<file path="src/rtl/bwa_pkg.sv">
// rtl/bwa_pkg.sv - shared state type for the bit window analyzer
package bwa_pkg;

  typedef enum logic [1:0] {
    IDLE    = 2'd0,
    COLLECT = 2'd1,
    COUNT   = 2'd2,
    DONE    = 2'd3
  } bwa_state_t;

endpackage

</file>
<file path="src/rtl/rise_detect.sv">
// rtl/rise_detect.sv - registered single-bit rising-edge detector
module rise_detect (
  input  logic i_clk,
  input  logic i_rst_n,
  input  logic i_d,
  output logic o_rise
);

  logic r_prev;

  always_ff @(posedge i_clk or negedge i_rst_n) begin
    if (!i_rst_n) begin
      r_prev <= 1'b0;
    end else begin
      r_prev <= i_d;
    end
  end

  assign o_rise = i_d & ~r_prev;

endmodule

</file>
<file path="src/rtl/bit_window_analyzer.sv">
// rtl/bit_window_analyzer.sv - button-fed bit window with serial count and threshold compare
module bit_window_analyzer
  import bwa_pkg::*;
#(
  parameter  int DEPTH      = 4,
  parameter  int THRESHOLD  = 2,
  parameter  int COUNT_ONES = 1,
  localparam int CNT_W      = $clog2(DEPTH + 1)
) (
  input  logic             i_clk,
  input  logic             i_rst_n,
  input  logic             i_btn1,
  input  logic             i_btn2,
  input  logic             i_waiting_for_user,
  input  logic             i_start_verification,
  output logic             o_final_analysis,
  output logic             o_result_valid,
  output logic             o_incomplete,
  output logic             o_busy,
  output logic [DEPTH-1:0] o_window,
  output logic [CNT_W-1:0] o_digit_count,
  output logic [CNT_W-1:0] o_bit_count
);

  localparam int   IDX_W    = $clog2(DEPTH);
  localparam logic LP_MATCH = 1'(COUNT_ONES);

  bwa_state_t       r_state;
  bwa_state_t       w_next;
  logic [DEPTH-1:0] r_window;
  logic [DEPTH-1:0] r_snap;
  logic [CNT_W-1:0] r_digit_count;
  logic [IDX_W-1:0] r_idx;
  logic [CNT_W-1:0] r_acc;
  logic [CNT_W-1:0] r_bit_count;
  logic             r_final;
  logic             r_valid;
  logic             r_incomplete;
  logic             r_start_lock;
  logic             w_rise1;
  logic             w_rise2;
  logic             w_start;

  rise_detect u_rise_btn1 (
    .i_clk   (i_clk),
    .i_rst_n (i_rst_n),
    .i_d     (i_btn1),
    .o_rise  (w_rise1)
  );

  rise_detect u_rise_btn2 (
    .i_clk   (i_clk),
    .i_rst_n (i_rst_n),
    .i_d     (i_btn2),
    .o_rise  (w_rise2)
  );

  // A start level held through an analysis must drop before it can trigger another one.
  assign w_start = i_start_verification & ~r_start_lock;

  always_comb begin
    w_next = r_state;
    case (r_state)
      IDLE:    if (i_waiting_for_user) w_next = COLLECT;
      COLLECT: begin
        if (w_start) begin
          w_next = COUNT;
        end else if (!i_waiting_for_user) begin
          w_next = IDLE;
        end
      end
      COUNT:   if (r_idx == IDX_W'(DEPTH - 1)) w_next = DONE;
      DONE:    w_next = IDLE;
      default: w_next = IDLE;
    endcase
  end

  always_ff @(posedge i_clk or negedge i_rst_n) begin
    if (!i_rst_n) begin
      r_state <= IDLE;
    end else begin
      r_state <= w_next;
    end
  end

  always_ff @(posedge i_clk or negedge i_rst_n) begin
    if (!i_rst_n) begin
      r_window      <= '0;
      r_snap        <= '0;
      r_digit_count <= '0;
      r_idx         <= '0;
      r_acc         <= '0;
      r_bit_count   <= '0;
      r_final       <= 1'b0;
      r_valid       <= 1'b0;
      r_incomplete  <= 1'b0;
      r_start_lock  <= 1'b0;
    end else begin
      r_valid <= 1'b0;
      if (!i_start_verification) r_start_lock <= 1'b0;
      case (r_state)
        COLLECT: begin
          if (w_start) begin
            r_snap       <= r_window;
            r_acc        <= '0;
            r_idx        <= '0;
            r_start_lock <= 1'b1;
          end else if (w_rise1 ^ w_rise2) begin
            r_window <= {r_window[DEPTH-2:0], w_rise1};
            if (r_digit_count != CNT_W'(DEPTH)) r_digit_count <= r_digit_count + 1'b1;
          end
        end
        COUNT: begin
          r_acc <= r_acc + CNT_W'(r_snap[r_idx] == LP_MATCH);
          r_idx <= r_idx + 1'b1;
        end
        DONE: begin
          r_bit_count   <= r_acc;
          r_final       <= (r_acc >= CNT_W'(THRESHOLD));
          r_incomplete  <= (r_digit_count < CNT_W'(DEPTH));
          r_valid       <= 1'b1;
          r_window      <= '0;
          r_digit_count <= '0;
        end
        default: ;
      endcase
    end
  end

  assign o_final_analysis = r_final;
  assign o_result_valid   = r_valid;
  assign o_incomplete     = r_incomplete;
  assign o_busy           = (r_state == COUNT) || (r_state == DONE);
  assign o_window         = r_window;
  assign o_digit_count    = r_digit_count;
  assign o_bit_count      = r_bit_count;

endmodule

</file>
<file path="config.mk">
export PLATFORM = sky130hd
export DESIGN_NAME = bit_window_analyzer
export DESIGN_NICKNAME = d
export VERILOG_FILES = /design/src/rtl/bwa_pkg.sv /design/src/rtl/rise_detect.sv /design/src/rtl/bit_window_analyzer.sv
export SDC_FILE = /design/constraint.sdc
export NUM_CORES = 1
export LEC_CHECK = 0
export CORE_MARGIN = 2
export CORE_UTILIZATION = 47
export CTS_CLUSTER_DIAMETER = 30
export CTS_CLUSTER_SIZE = 12
export DETAILED_ROUTE_END_ITERATION = 16
export PLACE_DENSITY = 0.71
export SLEW_MARGIN = 20
export SYNTH_ARGS = -nofsm -noshare
export SYNTH_HDL_FRONTEND = slang
export SYNTH_HIERARCHICAL = 1
export SYNTH_SLANG_ARGS = --single-unit
</file>
<file path="constraint.sdc">
create_clock -name i_clk -period 1.75 [get_ports i_clk]
set_input_delay 0.525 -clock i_clk [delete_from_list [all_inputs] [get_ports i_clk]]
set_output_delay 0.525 -clock i_clk [all_outputs]
set_load 0.01 [all_outputs]
</file>
==> reports/qor.yml <==
cts-root-to-sink-buffers: 2
gp_congestion: 0.761
area_of_all_placed_cells_without_fillers_sq_um: 1590
critPathKind: "flop to flop"
crit_path_start_kind: "flop"
power.static_leakage_nw: 0.797
crit_required_ns: 1.99
die_w_um: 55.9
wl_per_cell_um: 13.8
hold_ws_ns: 0.487
status: "complete, no violations"
netlist-cell-type-count: 30
diodes_inserted: 0
dp_worst_setup_slack_ns: -0.277
tritoncts_clock_tree: "yes"
detailedPlacementHpwl_um: 1670
layoutNonFillerInstCount: 172
firstDrtPassIters: 4
vias_per_cell: 5.44
mean_instance_size_in_the_synthesized_netlist_sq_um: 11.5
final_critical_path_setup_slack_ns: 0.111
finalClockSkew_ns: 0.0109
cap_violations: 0
htree_num_levels: 1
syn-num-nets: 121
synthesis_to_layout_area_growth_pct: 25.2
first_global_vias: 926
clkSlewWorstSetupHoldPaths_ns: 0.15
final_cell_mix: "27 x dfrtp_1, 16 x nand2_1, 14 x buf_4"
drive_gt1_frac: 0.204
cts_root_buf: "clkbuf_4"
floorplan.die_area_sq_um: 3130
io_buffers: 19
timing.hold.worst.class: "flop to flop"
synthesis.instances: 110
synth_sequential_area_ratio: 0.533
dr_total_vias: 936
layout_commonest_cell: "dfrtp_1"
core_region_area_sq_um: 2520
fmax_ghz: 0.610
count_of_final_max_slew_check_failures: 0
numCtsBuffers: 3
synth.ff_latch_count: 27
hold_violations: 0
period_minus_slack_ns: 1.64
drc_errors: 0
worst_r2r_path_depth: 6
rr_startpoint: "r_idx[0]"
mappedNetlistArea_sq_um: 1270
whs_path_depth: 2
critical_path.max_fanout: 2
synth_edf_count: 0
post_cts_hold_buffer_count: 0
initial_antenna_violation_count: 0
overflow: 0
unrepaired_setup_endpoints_after_global_routing: "false"
powerDensity_nw_per_um2: 1550
finalSetupViolCount: 0
post_dp_cell_area_sq_um: 1530
num_rows: 18
place_inst: 163
first_iter_violations: 26
ys_dominant_reg_cell: "dfrtp_1"
num-nets-final: 154
ant_nets: 0
min_delay_worst_endpoint: "o_final_analysis"
critPathCaptureType: "flop"
vdd_ir_drop_max_mv: 0.858
cts.sink_count: 27
synthArstFlopShare: 1.00
starting_density_of_the_core: 0.502
period_share: 0.937
grt_start_max_net_pins: 28
min-delay-start: "o_final_analysis"
drt_wl_total_um: 2370
worst_pin_slew_ns: 0.469
floorplan.io_pins: 20
timing.rr.end: "r_acc[2]"
r2r_setup_slack_ns: 0.11
setup_tns_ns: 0
ys.warnings.count: 6
slew_headroom: 0.686
die_height_um: 55.9
timing.critical_path.arrival_ns: 1.88
clk_latency_ns: 0.32
grt_use_total: 0.174
grt_first_pass_wirelength_um: 4270
## layer usage
metal / track usage / share of wire / vias up
met1: 0.228 / 0.47 / 445
met3: 0.0302 / 0.048 / 6
met5: 0 / 0 / -
li1: - / - / 451
met2: 0.293 / 0.46 / 34
met4: 0.0612 / 0.016 / 0
## registers in the layout, indices dropped and copies added, names as in the netlist, named ones only
| register | count |
|---|---|
| o_bit_count | 3 |
| o_digit_count | 3 |
| o_final_analysis | 1 |
| o_incomplete | 1 |
| o_result_valid | 1 |
| o_window | 4 |
| r_acc | 3 |
| r_idx | 2 |
| r_snap | 4 |
| r_start_lock | 1 |
| r_state | 1 |
| u_rise_btn1/r_prev | 1 |
| u_rise_btn2/r_prev | 1 |
## final cells by class
| class | instances | area, sq um |
|---|---|---|
| fill | 209 | 936 |
| sequential | 27 | 676 |
| multi-input combinational | 70 | 532 |
| timing repair buffer | 33 | 285 |
| tap | 30 | 37.5 |
| inverter | 8 | 30.0 |
| clock buffer | 4 | 26.3 |
## timing repair
item	CTS	global route
endpoints found under the hold margin	0	0
endpoints found under the setup margin	12	3
setup buffers	5	0
gates resized for setup	12	3
## cell families (layout without fill, tap and decap cells)
| group | after synthesis | after routing | share of synthesized area |
|---|---|---|---|
| compound gates | 17 | 17 | 0.0958 |
| xor+xnor | 2 | 2 | 0.0197 |
| fa+ha+maj | 5 | 5 | 0.0494 |
| buf+inv | 13 | 45 | 0.0474 |
| flops | 27 | 27 | 0.533 |
| mux | 9 | 9 | 0.0879 |
| simple gates | 37 | 37 | 0.167 |
## critical path: stages, from the launching register on
cell and delay, ns:
dfrtp_1 0.40, mux4_2 0.51, ha_1 0.20, ha_1 0.18, nand3b_1 0.09, xor2_1 0.15
nor2_1 0.05
## worst max path at each step
stage,depth (start not counted),startpoint,end
final,6,r_idx[0],r_acc[2]
after global routing,5,i_btn1,o_digit_count[2]
after CTS,1,o_bit_count[1],o_bit_count[1]
after detailed placement,5,i_btn1,o_window[3]
after global placement,5,i_btn2,o_digit_count[1]
after floorplan,6,r_idx[0],r_acc[2]
## synth_stat cells, types with 2 or more instances
cell	instances	area, sq um
dfrtp_1	27	676
nand2_1	16	60.1
inv_1	8	30.0
mux2_2	7	78.8
o21ai_0	7	35.0
ha_1	5	62.6
nand4_1	5	31.3
o311ai_0	5	43.8
buf_2	3	15.0
nand2b_1	3	18.8
nor2_1	3	11.3
nor2b_1	2	12.5
nor2b_4	2	27.5
## through the flow
step / power, W / utilization
after detailed placement: 0.00221 / 0.608
after global placement: 0.00217 / 0.608
after floorplan: 0.00170 / -
after CTS: 0.00247 / 0.627
after global routing: 0.00266 / 0.629
final: 0.00245 / 0.629
## power breakdown
part	leakage, nW	internal (W)	switching, W
logic	0.455	0.000595	0.000562
clock network	0.0150	0.0000892	0.000182
registers	0.327	0.000871	0.000153
Note: power is estimated with default switching activity, not from simulation.
